## src/rtl/rf_writeback_arbiter_pkg.sv

```systemverilog
// Shared types and constants for the register-file write-back arbiter.
// The entry struct is shared by the top module and its result FIFO.
package rf_writeback_arbiter_pkg;

    localparam int XLEN = 32;
    localparam int AW   = 5;
    localparam int NREG = 1 << AW;

    typedef struct packed {
        logic [AW-1:0]   rd;
        logic [XLEN-1:0] data;
    } wb_entry_t;

    typedef enum logic [1:0] {
        SRC_NONE,
        SRC_ALU,
        SRC_FIFO,
        SRC_BYPASS
    } src_sel_e;

endpackage

```

## src/rtl/rf_wb_fifo.sv

```systemverilog
// Small circular FIFO holding long-latency results until the write port is free.
// Push and pop may happen in the same cycle; a push is ignored when full unless a pop frees a slot.
module rf_wb_fifo
    import rf_writeback_arbiter_pkg::*;
#(
    parameter int DEPTH = 2,
    localparam int PW = (DEPTH > 1) ? $clog2(DEPTH) : 1,
    localparam int CW = $clog2(DEPTH + 1)
) (
    input  logic            clk,
    input  logic            rst_n,
    input  logic            push,
    input  wb_entry_t       push_entry,
    input  logic            pop,
    output wb_entry_t       head,
    output logic [CW-1:0]   count,
    output logic            full,
    output logic            empty
);

    wb_entry_t        mem [DEPTH];
    logic [PW-1:0]    wr_ptr;
    logic [PW-1:0]    rd_ptr;
    logic             do_push;
    logic             do_pop;

    function automatic logic [PW-1:0] ptr_inc(input logic [PW-1:0] p);
        return (p == PW'(DEPTH - 1)) ? '0 : p + 1'b1;
    endfunction

    assign full    = (count == CW'(DEPTH));
    assign empty   = (count == '0);
    assign do_pop  = pop && !empty;
    assign do_push = push && (!full || do_pop);
    assign head    = mem[rd_ptr];

    always_ff @(posedge clk or negedge rst_n) begin
        if (!rst_n) begin
            wr_ptr <= '0;
            rd_ptr <= '0;
            count  <= '0;
        end else begin
            if (do_push) wr_ptr <= ptr_inc(wr_ptr);
            if (do_pop)  rd_ptr <= ptr_inc(rd_ptr);
            if (do_push && !do_pop)      count <= count + 1'b1;
            else if (do_pop && !do_push) count <= count - 1'b1;
        end
    end

    // Storage is data-only; its contents are meaningless while count is 0.
    always_ff @(posedge clk) begin
        if (do_push) mem[wr_ptr] <= push_entry;
    end

endmodule

```

## src/rtl/rf_writeback_arbiter.sv

```systemverilog
// Write-side master for the register file: merges never-stalled ALU results with
// buffered long-latency results and tracks destinations with outstanding long-latency writes.
module rf_writeback_arbiter
    import rf_writeback_arbiter_pkg::*;
#(
    parameter int DEPTH = 2
) (
    input  logic              sys_clk,
    input  logic              sys_arstn,
    input  logic              alu_wen,
    input  logic [AW-1:0]     alu_rd,
    input  logic [XLEN-1:0]   alu_wdata,
    input  logic              lu_valid,
    output logic              lu_ready,
    input  logic [AW-1:0]     lu_rd,
    input  logic [XLEN-1:0]   lu_wdata,
    input  logic              iss_valid,
    input  logic [AW-1:0]     iss_rd,
    output logic [NREG-1:0]   pending,
    output logic              RegWrite,
    output logic [AW-1:0]     w_addr,
    output logic [XLEN-1:0]   w_data
);

    localparam int CW = $clog2(DEPTH + 1);

    wb_entry_t        fifo_head;
    wb_entry_t        sel_entry;
    logic [CW-1:0]    fifo_count;
    logic             fifo_full;
    logic             fifo_empty;
    logic             fifo_push;
    logic             fifo_pop;
    logic             lu_fire;
    logic             lu_keep;
    src_sel_e         src;
    logic [NREG-1:0]  pending_next;

    // lu_ready depends only on FIFO occupancy so producers see no path from lu_valid.
    assign lu_ready = (fifo_count < CW'(DEPTH));
    assign lu_fire  = lu_valid && !fifo_full;
    assign lu_keep  = lu_fire && (lu_rd != '0);

    always_comb begin
        src       = SRC_NONE;
        sel_entry = '{rd: '0, data: '0};
        if (alu_wen && (alu_rd != '0)) begin
            src       = SRC_ALU;
            sel_entry = '{rd: alu_rd, data: alu_wdata};
        end else if (!fifo_empty) begin
            src       = SRC_FIFO;
            sel_entry = fifo_head;
        end else if (lu_keep) begin
            src       = SRC_BYPASS;
            sel_entry = '{rd: lu_rd, data: lu_wdata};
        end
    end

    assign fifo_push = lu_keep && (src != SRC_BYPASS);
    assign fifo_pop  = (src == SRC_FIFO);

    rf_wb_fifo #(.DEPTH(DEPTH)) u_fifo (
        .clk        (sys_clk),
        .rst_n      (sys_arstn),
        .push       (fifo_push),
        .push_entry ('{rd: lu_rd, data: lu_wdata}),
        .pop        (fifo_pop),
        .head       (fifo_head),
        .count      (fifo_count),
        .full       (fifo_full),
        .empty      (fifo_empty)
    );

    // A new issue to the same register outranks the retirement seen this cycle.
    always_comb begin
        pending_next = pending;
        if ((src == SRC_FIFO) || (src == SRC_BYPASS)) pending_next[sel_entry.rd] = 1'b0;
        if (iss_valid && (iss_rd != '0))               pending_next[iss_rd]       = 1'b1;
        pending_next[0] = 1'b0;
    end

    always_ff @(posedge sys_clk or negedge sys_arstn) begin
        if (!sys_arstn) begin
            pending  <= '0;
            RegWrite <= 1'b0;
            w_addr   <= '0;
            w_data   <= '0;
        end else begin
            pending  <= pending_next;
            RegWrite <= (src != SRC_NONE);
            if (src != SRC_NONE) begin
                w_addr <= sel_entry.rd;
                w_data <= sel_entry.data;
            end
        end
    end

endmodule

```

## config.mk

```make
export PLATFORM = sky130hd
export DESIGN_NAME = rf_writeback_arbiter
export DESIGN_NICKNAME = d
export VERILOG_FILES = /design/src/rtl/rf_writeback_arbiter_pkg.sv /design/src/rtl/rf_wb_fifo.sv /design/src/rtl/rf_writeback_arbiter.sv
export SDC_FILE = /design/constraint.sdc
export NUM_CORES = 1
export LEC_CHECK = 0
export ABC_CLOCK_PERIOD_IN_PS = 3800
export CAP_MARGIN = 30
export CORE_ASPECT_RATIO = 0.7
export CORE_UTILIZATION = 45
export DETAILED_ROUTE_END_ITERATION = 7
export PLACE_DENSITY = 0.88
export SYNTH_ARGS = -nofsm -noshare
export SYNTH_HDL_FRONTEND = slang
export SYNTH_SLANG_ARGS = --single-unit
```

## constraint.sdc

```tcl
create_clock -name sys_clk -period 3.8 [get_ports sys_clk]
set_clock_uncertainty 0.1 [all_clocks]
set_input_delay 0.38 -clock sys_clk [delete_from_list [all_inputs] [get_ports sys_clk]]
set_output_delay 0.38 -clock sys_clk [all_outputs]
set_load 0.03 [all_outputs]
```

==> impl_summary.log, run 1 <==
INFO  metric fin_nets = 755
INFO  metric r2r_start = u_fifo.count[0]$_DFFE_PN0P_
INFO  metric detail_route.drc_violations = 0
INFO  metric gr-total-overflow = 0
INFO  metric grt_start_max_net_pins = 74
INFO  metric cts_max_path_buffers = 2
INFO  metric core-area = 13,400 sq um
INFO  metric detailed_place_hpwl = 11.2 mm
INFO  metric power.leakage = 0.00327 uW
INFO  metric diodes = 0
INFO  metric mostFrequentLayoutCell = sky130_fd_sc_hd__clkdlybuf4s50_1
INFO  metric setup_viol_count_final = 0
INFO  metric r2r.worst_path.cells = 5
INFO  metric synthesized_net_count = 602
INFO  metric finalCritPeriodShare = 73.1%
INFO  metric areaGrowthSynthToFinish = 37.4%
INFO  metric die_area = 14,500 sq um
INFO  metric htree_levels = 4
INFO  metric cts_tree = done
INFO  metric synth.ff_latch_count = 147
INFO  metric timing.max_cap.violations = 0
INFO  metric clkSlewWorstSetupHoldPaths = 0.06 ns
INFO  metric synth_top_flop_cell = sky130_fd_sc_hd__edfxtp_1
INFO  metric vias_in_the_first_global_route = 4,576
INFO  metric grt_antenna_before_repair = 0
INFO  metric dp_cells = 834
INFO  metric drt-wirelength-per-cell = 18.3 um
INFO  metric drt-total-wl = 15.9 mm
INFO  metric mappedNetlistArea = 6290 sq um
INFO  metric final_non_filler_cell_total = 868
INFO  metric slew_viols_final = 0
INFO  metric crit_end_element = flip-flop
INFO  metric grt.total_usage = 22.7%
INFO  metric yosys_warnings = 0
INFO  metric numCtsBuffers = 17
INFO  metric synth_edf_count = 74
INFO  metric post_route_cells_drive_above_1_share = 7.61%
INFO  metric drtIter0Drc = 475
INFO  metric die_x = 143 um
INFO  metric holdCritPathClass = in -> async
INFO  metric ys_async_sr_fraction = 49.7%
INFO  metric fill_cells = 991
INFO  metric hold_violation_count_in_the_final_report = 0
INFO  metric rrSetupSlack = 1.02 ns
INFO  metric totalNegativeSetupSlack = 0 ns
INFO  metric yosys.cell_types.count = 51
INFO  metric chipHeight = 101 um
INFO  metric initial_utilization = 47.0%
INFO  metric power_per_cell_area = 823 nW/um^2
INFO  metric ios = 155
INFO  metric detailedRoute.firstPassIterationCount = 6
INFO  metric relSlewSlack = 38.5%
INFO  metric grt_setup_unrepaired = no
INFO  metric r2r-end = pending[14]$_DFF_PN0_
INFO  metric synth.yosys.seq_area_share = 64.3%
INFO  metric number_of_cell_rows = 35
INFO  metric tightestPinTransition = 0.919 ns
INFO  metric critPathLaunchType = flip-flop
INFO  metric post_cts.repair.setup_buffers = 0
INFO  metric dr_total_vias = 4,830
INFO  metric place_congestion = 0.905
INFO  metric crit_type = reg -> reg
INFO  metric layout.cells.most_common_list = 152 x sky130_fd_sc_hd__clkdlybuf4s50_1, 74 x sky130_fd_sc_hd__edfxtp_1, 72 x sky130_fd_sc_hd__dfrtp_1
INFO  metric clock-root-buffer = sky130_fd_sc_hd__clkbuf_16
INFO  metric crit_required = 3.98 ns
INFO  metric p_total = 7120 uW
INFO  metric antenna_left = 0
INFO  metric synth_area_per_cell = 12.2 sq um
INFO  metric worstPathMaxFanout = 8
INFO  metric outcome = finished, final reports clean
INFO  metric vdd_drop_max = 406 uV
INFO  metric buffer_ports.inserted = 153
INFO  metric clock_sinks = 147
INFO  metric clk_latency = 0.41 ns
INFO  metric cp_data_arrival_time = 2.96 ns
INFO  metric viasPerCell = 5.56
INFO  metric syn_inst = 517
INFO  metric wire_length_of_the_first_global_routing_pass = 24.3 mm
INFO  metric max_freq = 0.360 GHz
INFO  metric min_period = 2.78 ns
[worst max-delay path by stage]
stage          slack [ns]  cells past startpoint                          to                   startpoint
3_3_place_gp         0.79                      8       w_addr[0]$_DFFE_PN0P_                    alu_rd[1]
5_1_grt              0.94                      5       pending[12]$_DFF_PN0_  u_fifo.count[0]$_DFFE_PN0P_
4_1_cts              1.11                      5       pending[14]$_DFF_PN0_  u_fifo.count[0]$_DFFE_PN0P_
3_5_place_dp         0.70                      8      w_data[12]$_DFFE_PN0P_                    alu_rd[1]
2_1_floorplan        1.06                      4  u_fifo.mem[0][0]$_DFFE_PP_                    alu_rd[0]
6_report             1.02                      5       pending[14]$_DFF_PN0_  u_fifo.count[0]$_DFFE_PN0P_
[sequential cells by signal, summed over array words and instances (netlist names)]
| signal | flops |
|---|---|
| RegWrite | 1 |
| u_fifo.count | 2 |
| w_addr | 5 |
| pending | 31 |
| u_fifo.wr_ptr | 1 |
| u_fifo.rd_ptr | 1 |
| w_data | 32 |
| u_fifo.mem | 74 |
[per-stage QoR]
step / worst slack, ns / util [%] / hold WS (ns) / area, sq um
after CTS: 1.11 / 64.3 / 0.0493 / 8610
after detailed placement: 0.696 / 60.0 / 0.381 / 8030
after global placement: 0.792 / 60.0 / 0.371 / 8030
final: 1.02 / 64.6 / 0.350 / 8650
after global routing: 0.942 / 64.6 / 0.361 / 8650
after floorplan: 1.06 / - / -0.0156 / 6300
[repair_timing]
action | 4_1_cts | 5_1_grt
hold buffers | 0 | 1
endpoints found under the hold margin | 0 | 25
gates resized for setup | 0 | 0
[logic make-up (layout without fill, tap and decap cells)]
kind of cell    count (synthesis)  after routing  share of synthesized area, %
compound gates                145            145                          12.7
xor+xnor                        5              5                         0.696
fa+ha+maj                       1              1                         0.199
buf+inv                        31            197                          2.17
flops                         147            147                          64.3
mux                            67             67                          10.8
other cells                     1              1                        0.0596
simple gates                  120            120                          9.08
[final cells by class]
cell class	instances	area (sq um)	area share, %
flip-flops and latches	147	4050	46.8
multi-input cells	339	2140	24.7
repair buffers	161	1640	18.9
clock buffers	22	487	5.63
well taps	185	231	2.68
clock inverters	10	92.6	1.07
inverters	4	15.0	0.174
[critical path: stages, from the launching register on]
cell                       delay (ns)
sky130_fd_sc_hd__dfrtp_1         0.49
sky130_fd_sc_hd__nor3b_1         0.67
sky130_fd_sc_hd__a222oi_1        0.30
sky130_fd_sc_hd__or4_1           0.78
sky130_fd_sc_hd__o21ai_1         0.21
sky130_fd_sc_hd__o31ai_1         0.10
[routing by layer]
metal | global-route usage, % | share of wire (%)
met1 | 31.3 | 45
met2 | 34.7 | 45
met3 | 5.89 | 7.0
met4 | 8.27 | 2.3
met5 | 0 | 0
[Yosys cell counts (all sizes together), types with 2 or more instances]
master	n	area share (%)
nor3b	2	0.24
or4	3	0.42
a221oi	2	0.28
dfrtp	73	29
xnor2	3	0.42
o22ai	6	0.60
buf	16	1.3
mux2	5	0.89
nor2b	2	0.20
or2	2	0.20
mux2i	62	9.9
o21ai	124	9.9
nand2	65	3.9
xor2	2	0.28
inv	4	0.24
nand3b	3	0.36
nand2b	2	0.20
edfxtp	74	35
nor2	11	0.66
o32ai	2	0.28
clkbuf	11	0.66
a221o	3	0.48
or3b	2	0.28
a222oi	2	0.32
and2	3	0.30
nand3	13	1.0
nand4	5	0.50
[power by group]
group / internal (uW) / leakage (uW) / switching [uW]
sequential: 2230 / 0.00155 / 324
clock: 984 / 0.000286 / 651
combinational: 1190 / 0.00144 / 1740
No activity file was read; power rests on OpenSTA's default activity.
==> run 2, diff against run 1 <==
ABC_CLOCK_PERIOD_IN_PS = 2300   (was 3800)
clock period = 2.3 ns   (was 3.8 ns; I/O delays follow)
==> impl_summary.log, run 2 (same netlist as run 1, synthesis figures left out) <==
INFO  metric timing.critical_path.cells = clkdlybuf4s50_1 > or4_4 > and3b_1 > or4_1 > o21ai_1 > o21ai_1
INFO  metric r2r-end = pending[27]$_DFF_PN0_
INFO  metric dp_cells = 871 (+4.4%)
INFO  metric mostFrequentLayoutCell = sky130_fd_sc_hd__clkdlybuf4s50_1
INFO  metric areaGrowthSynthToFinish = 43.8%
INFO  metric initial_utilization = 47.0% (unchanged)
INFO  metric cts_max_path_buffers = 2 (unchanged)
INFO  metric worstPathMaxFanout = 8 (unchanged)
INFO  metric critPathLaunchType = primary input
INFO  metric grt_start_max_net_pins = 56 (-24%)
INFO  metric detailed_place_hpwl = 11.8 mm (+6.1%)
INFO  metric power_per_cell_area = 1360 nW/um^2 (+65%)
INFO  metric holdCritPathClass = in -> async
INFO  metric vdd_drop_max = 741 uV (+83%)
INFO  metric layout.cells.most_common_list = 152 x sky130_fd_sc_hd__clkdlybuf4s50_1, 74 x sky130_fd_sc_hd__edfxtp_1, 72 x sky130_fd_sc_hd__dfrtp_1
INFO  metric largest_reg_flops = 74 (unchanged)
INFO  metric htree_levels = 4 (unchanged)
INFO  metric relSlewSlack = 61.5% (+23 points)
INFO  metric slew_viols_final = 0 (unchanged)
INFO  metric viasPerCell = 5.48 (-1.5%)
INFO  metric setup_viol_count_final = 0 (unchanged)
INFO  metric drt-wirelength-per-cell = 18.1 um (-1.3%)
INFO  metric detail_route.drc_violations = 0 (unchanged)
INFO  metric core-area = 13,400 sq um (unchanged)
INFO  metric drt-total-wl = 16.4 mm (+3.0%)
INFO  metric tightestPinTransition = 0.577 ns (-0.342 ns)
INFO  metric p_total = 12,300 uW (+73%)
INFO  metric fin_nets = 793 (+5.0%)
INFO  metric cp_data_arrival_time = 2.43 ns (-0.53 ns)
INFO  metric crit_end_element = flip-flop
INFO  metric power.leakage = 0.00350 uW (+6.9%)
INFO  metric post_route_cells_drive_above_1_share = 13.2% (+5.6 points)
INFO  metric gr-total-overflow = 0 (unchanged)
INFO  metric timing.final.ws_setup = 0.0604 ns (-0.960 ns)
INFO  metric final_non_filler_cell_total = 906 (+4.4%)
INFO  metric outcome = finished, final reports clean
INFO  metric buffer_ports.inserted = 153 (unchanged)
INFO  metric clk_latency = 0.41 ns (about the same)
INFO  metric worst_path_top_cell_family_by_delay = simple AND/OR/NAND/NOR gates
INFO  metric critical_path.n_buffers_inverters = 1 (+1)
INFO  metric max_freq = 0.447 GHz
INFO  metric min_period = 2.24 ns
INFO  metric r2r_start = u_fifo.count[1]$_DFFE_PN0P_
INFO  metric reg_top3 = u_fifo.mem (74), w_data (32), pending (31)
INFO  metric diodes = 0 (unchanged)
INFO  metric cts_tree = done
INFO  metric cp_common_cell = sky130_fd_sc_hd__o21ai_1
INFO  metric setup_ws_pre_cts = -0.344 ns (-1.04 ns)
INFO  metric die_area = 14,500 sq um (unchanged)
INFO  metric die_x = 143 um (unchanged)
INFO  metric rrSetupSlack = 0.10 ns (-0.92 ns)
INFO  metric numCtsBuffers = 17 (unchanged)
INFO  metric multiInputGateArea = 2160 sq um (+0.82%)
INFO  metric number_of_cell_rows = 35 (unchanged)
INFO  metric grt_setup_unrepaired = yes
INFO  metric clock-root-buffer = sky130_fd_sc_hd__clkbuf_16
INFO  metric chipHeight = 101 um (unchanged)
INFO  metric crit_required = 2.49 ns (-1.49 ns)
INFO  metric dr_total_vias = 4,968 (+2.9%)
INFO  metric detailedRoute.firstPassIterationCount = 5 (-1)
INFO  metric clkSlewWorstSetupHoldPaths = 0.07 ns (about the same)
INFO  metric hold_violation_count_in_the_final_report = 0 (unchanged)
INFO  metric wire_length_of_the_first_global_routing_pass = 25.8 mm (+5.8%)
INFO  metric vias_in_the_first_global_route = 5,043 (+10%)
INFO  metric antenna_left = 0 (unchanged)
INFO  metric drtIter0Drc = 329 (-31%)
INFO  metric place_congestion = 0.915 (+1.2%)
INFO  metric crit_type = in -> reg
INFO  metric final-seq-area = 4050 sq um (unchanged)
INFO  metric critPathSlowestCell = sky130_fd_sc_hd__or4_1
INFO  metric grt_antenna_before_repair = 0 (unchanged)
INFO  metric timing.max_cap.violations = 0 (unchanged)
INFO  metric finalCritPeriodShare = 97.4%
INFO  metric fill_cells = 965 (-2.6%)
INFO  metric timing.critical_path.slowest_cell_delay = 0.70 ns (-0.08 ns)
INFO  metric grt.total_usage = 23.8% (+1.1 points)
INFO  metric ios = 155 (unchanged)
INFO  metric top_register = u_fifo.mem
INFO  metric clock_sinks = 147 (unchanged)
INFO  metric r2r.worst_path.cells = 6 (+1)
## run 2: worst register-to-register path: cells and delay by family (launching register included)
family          cells  cell delay, ns
buf+inv             1            0.17
flops               1            0.40
simple gates        2            0.79
compound gates      3            0.63
## run 2: stage by stage
step                      instance area [sq um]  setup TNS, ns  hold slack (ns)  util [%]
after detailed placement                   8370         -18.07            0.166      62.5
after global routing                       9050         -0.430            0.294      67.6
after CTS                                  9020              0            0.269      67.3
after floorplan                            6310         -0.406           -0.166         -
final                                      9050              0            0.252      67.6
after global placement                     8370         -12.69            0.158      62.5
## run 2: what timing repair did
item	CTS	global route
gates resized for setup	1	5
hold buffers	1	0
pin swaps	0	2
buffers inserted	0	2
hold endpoints to repair	40	0
setup endpoints to repair	1	34
## run 2: worst max path at each step
stage,start,end,slack (ns),cells after the start
5_1_grt,u_fifo.rd_ptr$_DFFE_PN0P_,pending[18]$_DFF_PN0_,-0.07,6
3_5_place_dp,alu_rd[0],pending[15]$_DFF_PN0_,-0.34,6
4_1_cts,u_fifo.rd_ptr$_DFFE_PN0P_,pending[25]$_DFF_PN0_,0.006,6
3_3_place_gp,alu_rd[0],pending[29]$_DFF_PN0_,-0.29,6
2_1_floorplan,alu_rd[0],u_fifo.mem[1][0]$_DFFE_PP_,-0.01,5
6_report,alu_rd[1],pending[15]$_DFF_PN0_,0.06,6
## run 2: area by class of cell
class / instances / area share (%)
clock inverters: 11 / 1.63
multi-input cells: 339 / 23.8
flip-flops and latches: 147 / 44.7
repair buffers: 199 / 21.8
well taps: 185 / 2.56
inverters: 4 / 0.166
clock buffers: 21 / 5.32
## run 2: power by group
group | total (uW) | internal, uW | switching, uW
clock network | 2930 | 1840 | 1090
logic | 5250 | 2210 | 3040
registers | 4130 | 3690 | 440
total | 12300 | 7740 | 4570
## run 2: routing by layer
layer	track usage, %	routed length (um)	up-vias
li1	-	-	2305
met5	0	0	-
met4	9.00	279	0
met2	37.9	7540	214
met1	30.7	7230	2416
met3	7.22	1320	33
==> run 3, diff against run 2 <==
SLEW_MARGIN = 20   (was unset)
==> results of run 3 <==
The final DEF is identical to that of run 2; final timing and power are the same.
